[config.mk]
export PLATFORM = sky130hd
export DESIGN_NAME = complex_mux_seq
export DESIGN_NICKNAME = d
export VERILOG_FILES = /design/src/rtl/complex_mux_seq.sv
export SDC_FILE = /design/constraint.sdc
export NUM_CORES = 1
export LEC_CHECK = 0
export ABC_AREA = 0
export CAP_MARGIN = 20
export CORE_AREA = 2 2 162 85
export CTS_CLUSTER_DIAMETER = 120
export CTS_CLUSTER_SIZE = 16
export DETAILED_ROUTE_END_ITERATION = 8
export DIE_AREA = 0 0 164 87
export MAX_ROUTING_LAYER = met4
export PLACE_DENSITY = 0.6
export SETUP_SLACK_MARGIN = 0.3
export SLEW_MARGIN = 30
export SYNTH_ARGS = -nofsm -noshare
export SYNTH_HDL_FRONTEND = slang
export SYNTH_SLANG_ARGS = --single-unit
[constraint.sdc]
create_clock -name clk -period 2.33 [get_ports clk]
set_input_delay 0.699 -clock clk [delete_from_list [all_inputs] [get_ports clk]]
set_output_delay 0.699 -clock clk [all_outputs]
set_load 0.01 [all_outputs]
[src/rtl/complex_mux_seq.sv]
// -----------------------------------------------------------------------------
// complex_mux_seq
//   N:1 complex-sample multiplexer with a registered, valid/ready-handshaked
//   output. It routes one of NUM_INPUTS {real,imag} channels into the next FFT
//   stage. The channel comes either from the external select or from an
//   internal auto-sequencer. The sequencer steps to the next channel after
//   every BEAT_COUNT accepted beats.
//
// Parameters
//   DATA_WIDTH  bits per real/imag component (two's complement)
//   NUM_INPUTS  number of complex input channels (>=2)
//   BEAT_COUNT  accepted beats per channel before the sequencer advances (>=1)
//
// Ports
//   clk, rst            rising-edge clock, synchronous active-high reset
//   in_real, in_imag    packed channels, channel k at [k*DATA_WIDTH +: DATA_WIDTH]
//   in_valid/in_ready   input handshake, in_ready = !out_valid || out_ready
//   select, auto_mode   external select / use internal sequencer
//   restart             clear sequencer to channel 0, beat 0
//   conj                conjugate the selected sample (optional feature)
//   out_real/out_imag   registered selected sample
//   out_chan            channel index that produced the output beat
//   out_valid/out_ready output handshake
//   sel_err             sticky flag: an out-of-range external select was accepted
//
// Optional feature
//   COMPLEX_MUX_CONJ_EN: when defined, conj=1 on accept negates the imaginary
//   part, saturating the most negative value. When undefined, conj is ignored.
// -----------------------------------------------------------------------------
module complex_mux_seq #(
    parameter int DATA_WIDTH = 16,
    parameter int NUM_INPUTS = 5,
    parameter int BEAT_COUNT = 1,
    localparam int SEL_WIDTH = (NUM_INPUTS > 1) ? $clog2(NUM_INPUTS) : 1
) (
    input  logic                             clk,
    input  logic                             rst,
    input  logic [NUM_INPUTS*DATA_WIDTH-1:0] in_real,
    input  logic [NUM_INPUTS*DATA_WIDTH-1:0] in_imag,
    input  logic                             in_valid,
    output logic                             in_ready,
    input  logic [SEL_WIDTH-1:0]             select,
    input  logic                             auto_mode,
    input  logic                             restart,
    input  logic                             conj,
    output logic [DATA_WIDTH-1:0]            out_real,
    output logic [DATA_WIDTH-1:0]            out_imag,
    output logic [SEL_WIDTH-1:0]             out_chan,
    output logic                             out_valid,
    input  logic                             out_ready,
    output logic                             sel_err
);

    localparam int BEAT_W = (BEAT_COUNT > 1) ? $clog2(BEAT_COUNT) : 1;

    localparam logic [SEL_WIDTH:0]   NUM_IN_EXT = (SEL_WIDTH+1)'(NUM_INPUTS);
    localparam logic [SEL_WIDTH-1:0] LAST_CHAN  = SEL_WIDTH'(NUM_INPUTS - 1);
    localparam logic [BEAT_W-1:0]    LAST_BEAT  = BEAT_W'(BEAT_COUNT - 1);

`ifdef COMPLEX_MUX_CONJ_EN
    // Negation with saturation: the most negative value has no positive
    // counterpart, so it maps to the largest positive value.
    function automatic logic signed [DATA_WIDTH-1:0] sat_neg(
        input logic signed [DATA_WIDTH-1:0] x
    );
        logic signed [DATA_WIDTH-1:0] min_v;
        logic signed [DATA_WIDTH-1:0] max_v;
        min_v = {1'b1, {(DATA_WIDTH-1){1'b0}}};
        max_v = {1'b0, {(DATA_WIDTH-1){1'b1}}};
        if (x == min_v) begin
            sat_neg = max_v;
        end else begin
            sat_neg = -x;
        end
    endfunction
`endif

    logic [SEL_WIDTH-1:0]         chan_cnt;
    logic [BEAT_W-1:0]            beat_cnt;

    logic                         accept;
    logic [SEL_WIDTH-1:0]         eff_sel;
    logic                         sel_bad;
    logic signed [DATA_WIDTH-1:0] real_p0;
    logic signed [DATA_WIDTH-1:0] sel_imag_p0;
    logic signed [DATA_WIDTH-1:0] imag_p0;

    logic signed [DATA_WIDTH-1:0] real_p1;
    logic signed [DATA_WIDTH-1:0] imag_p1;
    logic [SEL_WIDTH-1:0]         chan_p1;
    logic                         vld_p1;
    logic                         err_q;

    // ---- stage p0: handshake, channel selection, optional conjugate ----
    assign in_ready = !vld_p1 || out_ready;
    assign accept   = in_valid && in_ready;
    assign eff_sel  = auto_mode ? chan_cnt : select;
    // The sequencer never leaves the valid range, so only an external select
    // can be out of range.
    assign sel_bad  = !auto_mode && ({1'b0, select} >= NUM_IN_EXT);

    // An out-of-range select matches no channel and yields zero.
    always_comb begin
        real_p0     = '0;
        sel_imag_p0 = '0;
        for (int k = 0; k < NUM_INPUTS; k++) begin
            if (eff_sel == SEL_WIDTH'(k)) begin
                real_p0     = in_real[k*DATA_WIDTH +: DATA_WIDTH];
                sel_imag_p0 = in_imag[k*DATA_WIDTH +: DATA_WIDTH];
            end
        end
    end

`ifdef COMPLEX_MUX_CONJ_EN
    assign imag_p0 = conj ? sat_neg(sel_imag_p0) : sel_imag_p0;
`else
    logic unused_conj;
    assign unused_conj = conj;
    assign imag_p0     = sel_imag_p0;
`endif

    // ---- sequencer: advances on auto-mode accepts; restart has priority ----
    always_ff @(posedge clk) begin
        if (rst) begin
            chan_cnt <= '0;
            beat_cnt <= '0;
        end else if (restart) begin
            chan_cnt <= '0;
            beat_cnt <= '0;
        end else if (accept && auto_mode) begin
            if (beat_cnt == LAST_BEAT) begin
                beat_cnt <= '0;
                chan_cnt <= (chan_cnt == LAST_CHAN) ? '0 : chan_cnt + 1'b1;
            end else begin
                beat_cnt <= beat_cnt + 1'b1;
            end
        end
    end

    // ---- stage p1: output register, holds while stalled ----
    always_ff @(posedge clk) begin
        if (rst) begin
            real_p1 <= '0;
            imag_p1 <= '0;
            chan_p1 <= '0;
            vld_p1  <= 1'b0;
            err_q   <= 1'b0;
        end else begin
            if (accept) begin
                real_p1 <= real_p0;
                imag_p1 <= imag_p0;
                chan_p1 <= eff_sel;
                vld_p1  <= 1'b1;
                if (sel_bad) begin
                    err_q <= 1'b1;
                end
            end else if (out_ready) begin
                vld_p1 <= 1'b0;
            end
        end
    end

    assign out_real  = real_p1;
    assign out_imag  = imag_p1;
    assign out_chan  = chan_p1;
    assign out_valid = vld_p1;
    assign sel_err   = err_q;

endmodule
==> run_results.csv, run 1 <==
group,metric,value,unit
cts,clk_transition_reported_paths,60,ps
placement,post-place-ws,-279,ps
worst_setup_path,path_max_fanout,7,
logic_synthesis,ys_seq_elements,40,
floorplanning,die_h,87,um
cts,cts_hold_buf,0,
cells_and_area,insertedDiodeCount,0,
cts,clock_path_buffers,2,
logic_synthesis,synth-async-reset-ratio,0,%
logic_synthesis,synthTopCellsByArea,"dfxtp_1 25%, nand2_1 12%, a21oi_1 11%, a211o_1 7.8%, a221oi_1 7.8%",
cells_and_area,area_growth,94.6,%
timing,tns,0,ps
cts,cts_max_level,2,
job,drv_cap,0,
placement,port-buffer-count,206,
pwr,leakagePower,2.33,nW
timing,period_share,85.9,%
cells_and_area,fill_cells,1286,
logic_synthesis,postSynthAreaPerCell,7.31,sq um
worst_setup_path,crit_family,"simple AND/OR/NAND/NOR gates",
global_route,grt_max_degree,26,
timing,tightest_slew,413,ps
cts,clk_latency,290,ps
cells_and_area,multi_input_area,2230,sq um
logic_synthesis,synth_top_area_share,25.5,%
logic_synthesis,synthesis.area,3140,sq um
drt,route.antenna.remaining_nets,0,
pwr,power_density,417,nW/um^2
timing,skew,8.00,ps
worst_setup_path,cp_common_cell,"buf_12",
worst_setup_path,slowest_delay,590,ps
worst_setup_path,worst_ep_arrival_time,2170,ps
drt,drc_errors,0,
cells_and_area,drive_above_1_share,15.5,%
placement,dp_hpwl,11.7,mm
cts,cts-root-buf,"clkbuf_16",
global_route,grt-ovfl-total,0,
timing,hold_viol_final,0,
cts,cts_tree,"yes",
worst_setup_path,start_kind,"input pin",
floorplanning,die_area,14300,sq um
worst_setup_path,endpoint_kind,"flip-flop",
logic_synthesis,synth_top_cells_by_count,"101 x nand2_1, 71 x a21oi_1, 40 x dfxtp_1",
cells_and_area,regArea,801,sq um
floorplanning,core_area,13000,sq um
timing,max_freq,500,MHz
worst_setup_path,crit_slowest_cell,"or4b_4",
logic_synthesis,syn_inst,430,
timing,fin_crit,2000,ps
placement,place.gp.congestion,0.872,
worst_setup_path,path_cells,"clkdlybuf4s15_2, or4b_4, buf_12, buf_12, a21oi_4, a211o_1, a31oi_1",
floorplanning,rows,30,
outcome,status,"completed",
logic_synthesis,synth-seq-area-share,25.5,%
logic_synthesis,synth_fp_nets,602,
pwr,ir_drop,0.000275,V
drt,wl_per_cell,20.2,um
worst_setup_path,cp_num_cells,7,
logic_synthesis,synth_top_area_cell,"dfxtp_1",
drt,wirelength,16.6,mm
worst_setup_path,worstPathRequired,2500,ps
hold_path,hp-class,"reg2reg",
floorplanning,io_pins,208,
logic_synthesis,ys_types,35,
logic_synthesis,ys_warn_count,0,
timing,finalMaxSlewViolations,0,
global_route,first_global_vias,4534,
floorplanning,start_util,24.1,%
logic_synthesis,synth-edff-count,0,
cells_and_area,fin_nets,817,
logic_synthesis,post-synth-top-count-cell,"nand2_1",
worst_setup_path,critPathKind,"in2reg",
worst_setup_path,path_buf_inv,3,
cts,cts-buffers-inserted,5,
drt,vias,4340,
logic_synthesis,synth_top_flop_cell,"dfxtp_1",
drt,firstDrtPassIters,5,
global_route,grt_use_total,23.6,%
timing,worst_slew_margin_rel,72.4,%
timing,setup_ws,330,ps
timing,finalSetupViolCount,0,
worst_setup_path,rr_worst_depth,6,
timing,rsz0062_at_grt,"true",
drt,via_per_inst,5.28,
floorplanning,die_w,164,um
global_route,antenna_found_initial,0,
hold_path,whs_path_depth,2,
global_route,grt_first_pass_wirelength,24.8,mm
cts,cts.sinks,40,
drt,drtIter0Drc,299,
placed cells by master (no fill, tap or decap), types with 2 or more instances in the layout:
cell             Yosys  final
a31oi_1             28     28
buf_6                9      7
ha_1                 2      2
dfxtp_1             40     40
a21oi_2              4     13
nand2_1            101    101
nor3_1               3      3
a21oi_1             71     61
inv_1                4      4
dlygate4sd2_1        0      2
a211o_1             28     28
buf_12               0     11
buf_2               18      2
o31a_1               4      4
a211oi_1             8      8
clkdlybuf4s50_1      0    198
nand2_8              1      2
a221oi_1            28     18
nor2_1               7      7
nor3b_2              0      2
clkbuf_16            0      5
buf_4                3     29
bufbuf_16            0      2
a221oi_2             0     10
clkdlybuf4s15_2      0      2
clkbuf_8             0      2
a21o_1              32     32
mux2i_1              4      4
cell families after synthesis:
kind of cell	synth area share (%)
muxes	2.35
adders and majority gates	0.796
buffers and inverters	9.55
DFF	25.5
and+or+nand+nor	16.5
AOI/OAI and AO/OA	45.4
what timing repair did:
item,4_1_cts,5_1_grt
pin swaps,7,5
setup buffers,4,1
gates cloned,5,0
endpoints found under the hold margin,0,0
endpoints found under the setup margin,38,13
resized for setup,53,6
registers in the layout, summed over array words and instances, names as in the netlist:
signal and cells:
sel_err 1, chan_cnt 3, out_chan 3, out_imag 16
out_valid 1, out_real 16
worst paths after layout:
path / start / end / slack, ps
min reg2reg: out_chan[1] / out_chan[1] / 500
max reg2reg: chan_cnt[0] / out_real[10] / 600
min: out_chan[1] / out_chan[1] / 500
max: select[1] / out_imag[8] / 330
per-stage QoR:
stage | cells | cell area (sq um) | utilization [%] | power (mW) | hold WS [ps]
after floorplan | 430 | 3140 | - | 1.10 | 504
after global placement | 804 | 5560 | 42.7 | 1.61 | 476
after detailed placement | 804 | 5560 | 42.7 | 1.62 | 497
after CTS | 821 | 6080 | 46.7 | 2.56 | 509
after global routing | 822 | 6120 | 47.0 | 2.67 | 543
final | 822 | 6120 | 47.0 | 2.55 | 504
worst reg2reg max path, delay by kind of cell (launching register included):
kind | cells | cell delay [ps]
flip-flops | 1 | 520
buffers and inverters | 3 | 420
AO/OA/AOI/OAI | 3 | 670
routing by layer:
| metal | GRT usage (%) | share of wire, % |
|---|---|---|
| met1 | 31.9 | 47 |
| met2 | 35.1 | 42 |
| met3 | 5.95 | 9.8 |
| met4 | 6.22 | 1.7 |
| met5 | - | 0 |
area by class of cell:
class	count	area share, %
Timing Repair Buffer	256	43.6
Multi-Input combinational cell	338	36.5
Sequential cell	40	13.1
Tap cell	176	3.60
Clock buffer	7	2.49
Clock inverter	1	0.491
Inverter	4	0.245
report_power, final:
group / total, mW / switching (mW) / leakage (nW) / internal (mW)
Combinational: 0.921 / 0.371 / 1.91 / 0.550
Clock: 0.866 / 0.301 / 0.0901 / 0.565
Sequential: 0.765 / 0.0388 / 0.328 / 0.727
(Power assumes the default switching activity.)
==> inputs of run 2 (changes only) <==
- CAP_MARGIN: 20 -> 10
- GPL_TIMING_DRIVEN: unset -> 0
- REMOVE_ABC_BUFFERS: unset -> 1
==> run 2 against run 1 <==
Effect of this change:
- worst hold slack got worse by 16 ps
- clock-buffer cell count did not move
- setup slack improved by 8.2 ps
- power fell by 1.2%
- critical path type unchanged
- critical endpoint is now out_real[7]
==> run_results.csv, run 2 (synthesis results as in run 1) <==
group,metric,value,unit
outcome,status,"completed",
global_route,grt_first_pass_wirelength,24.4,mm
worst_setup_path,rrSetupSlack,510,ps
timing,max_freq,502,MHz
global_route,first_global_vias,4272,
cells_and_area,insertedDiodeCount,0,
placement,place.gp.congestion,0.851,
placement,port-buffer-count,206,
worst_setup_path,path_max_fanout,6,
cells_and_area,final_util,44.9,%
cts,cts-root-buf,"clkbuf_16",
worst_setup_path,rr_worst_depth,5,
global_route,grt-ovfl-total,0,
timing,rsz0062_at_grt,"false",
timing,hold_viol_final,0,
worst_setup_path,start_kind,"input pin",
global_route,antenna_found_initial,0,
drt,vias,4317,
cells_and_area,area_growth,86.0,%
floorplanning,rows,30,
timing,skew,8.76,ps
global_route,grt_max_degree,39,
pwr,p_clk_share,34.7,%
hold_path,holdPathEnd,"sel_err",
cts,cts.sinks,40,
timing,finalMaxSlewViolations,0,
worst_setup_path,critPathKind,"in2reg",
cts,cts-buffers-inserted,5,
floorplanning,io_pins,208,
cells_and_area,layout_common_cells,"198 x clkdlybuf4s50_1, 100 x nand2_1, 71 x a21oi_1",
cells_and_area,final_common_cell,"clkdlybuf4s50_1",
worst_setup_path,rr_endpoint,"out_imag[7]",
floorplanning,die_h,87,um
pwr,design_power_total,2.52,mW
drt,wl_per_cell,21.2,um
drt,route.antenna.remaining_nets,0,
cells_and_area,fin_nets,793,
floorplanning,die_w,164,um
job,drv_cap,0,
drt,via_per_inst,5.41,
floorplanning,start_util,24.1,%
worst_setup_path,endpoint_kind,"flip-flop",
pwr,power_density,431,nW/um^2
worst_setup_path,worst_ep_arrival_time,2200,ps
timing,setup_ws,338,ps
worst_setup_path,r2r_start,"chan_cnt[0]",
pwr,p_comb_share,35.1,%
pwr,leakagePower,2.17,nW
placement,post-place-ws,-1400,ps
pwr,power.internal,1.81,mW
cts,cts_max_level,2,
pwr,ir_drop,0.000291,V
cts,clk_latency,290,ps
pwr,switching_share,28.2,%
timing,period_share,85.5,%
cells_and_area,drive_above_1_share,9.81,%
timing,holdWs,488,ps
timing,fin_crit,1990,ps
drt,wirelength,16.9,mm
floorplanning,core_area,13000,sq um
timing,finalSetupViolCount,0,
hold_path,whs_path_depth,2,
floorplanning,die_area,14300,sq um
drt,drc_errors,0,
timing,tns,0,ps
drt,drtIter0Drc,301,
pwr,pwr-share-seq,30.2,%
hold_path,hp-class,"reg2reg",
cts,clk_transition_reported_paths,70,ps
drt,firstDrtPassIters,5,
hold_path,hold_start,"sel_err",
cts,clock_path_buffers,2,
global_route,grt_use_total,23.4,%
pwr,switchingPower,0.711,mW
timing,tightest_slew,524,ps
timing,worst_slew_margin_rel,65.0,%
cts,cts_tree,"yes",
cells_and_area,fill_cells,1276,
placement,dp_hpwl,10.8,mm
worst_setup_path,worstPathRequired,2540,ps
run 2: power by group through the flow:
stage	Sequential (mW)	Clock [mW]	Combinational, mW
2_1_floorplan	0.789	0	0.260
3_3_place_gp	0.773	0	0.761
3_5_place_dp	0.777	0	0.806
4_1_cts	0.761	0.894	0.877
5_1_grt	0.767	0.931	0.945
6_report	0.762	0.874	0.885
run 2: worst max-delay path by stage:
| stage | cells past startpoint | start | to |
|---|---|---|---|
| finish | 8 | out_ready | out_real[7] |
| global route | 8 | out_ready | out_imag[9] |
| CTS | 5 | select[2] | out_real[7] |
| detailed placement | 5 | auto_mode | out_imag[1] |
| global placement | 5 | auto_mode | out_imag[10] |
| floorplan | 4 | out_ready | chan_cnt[2] |
run 2: stage by stage:
stage	cell area, sq um	cells
5_1_grt	5850	798
4_1_cts	5820	797
2_1_floorplan	2860	381
3_5_place_dp	5350	772
3_3_place_gp	5140	763
6_report	5850	798
run 2: routing by layer:
metal  vias to the layer above  global-route usage [%]  routed length, um
met1                      2069                    32.4               8290
li1                       2003                       -                  -
met3                         8                    4.66               1480
met2                       237                    35.9               7100
met5                         -                       -                  0
met4                         0                    3.91                 61
run 2: critical path: stages:
cell           delay (ps)
dlygate4sd2_1         240
nand2b_4              160
buf_6                 130
buf_16                130
and2_4                220
buf_16                160
a211o_1               280
a31oi_1               160
run 2: timing repair:
item / CTS / global route
resized for setup: 33 / 11
hold buffers: 0 / 0
setup buffers: 12 / 0
endpoints found under the setup margin: 40 / 30
endpoints found under the hold margin: 0 / 0
pin swaps: 4 / 1
gates cloned: 5 / 1
run 2: cell type report:
type                    instances  area, sq um  share of cell area, %
clock inverters                 1         30.0                  0.513
clock buffers                   7          153                   2.61
well taps                     176          220                   3.77
repair buffers                230         2420                   41.4
flip-flops and latches         40          801                   13.7
multi-input cells             340         2210                   37.7
inverters                       4         15.0                  0.257
==> inputs of run 3 (changes only) <==
- CTS_CLUSTER_SIZE: 16 -> unset
==> results of run 3 <==
The final DEF is identical to that of run 2; final timing and power are the same.
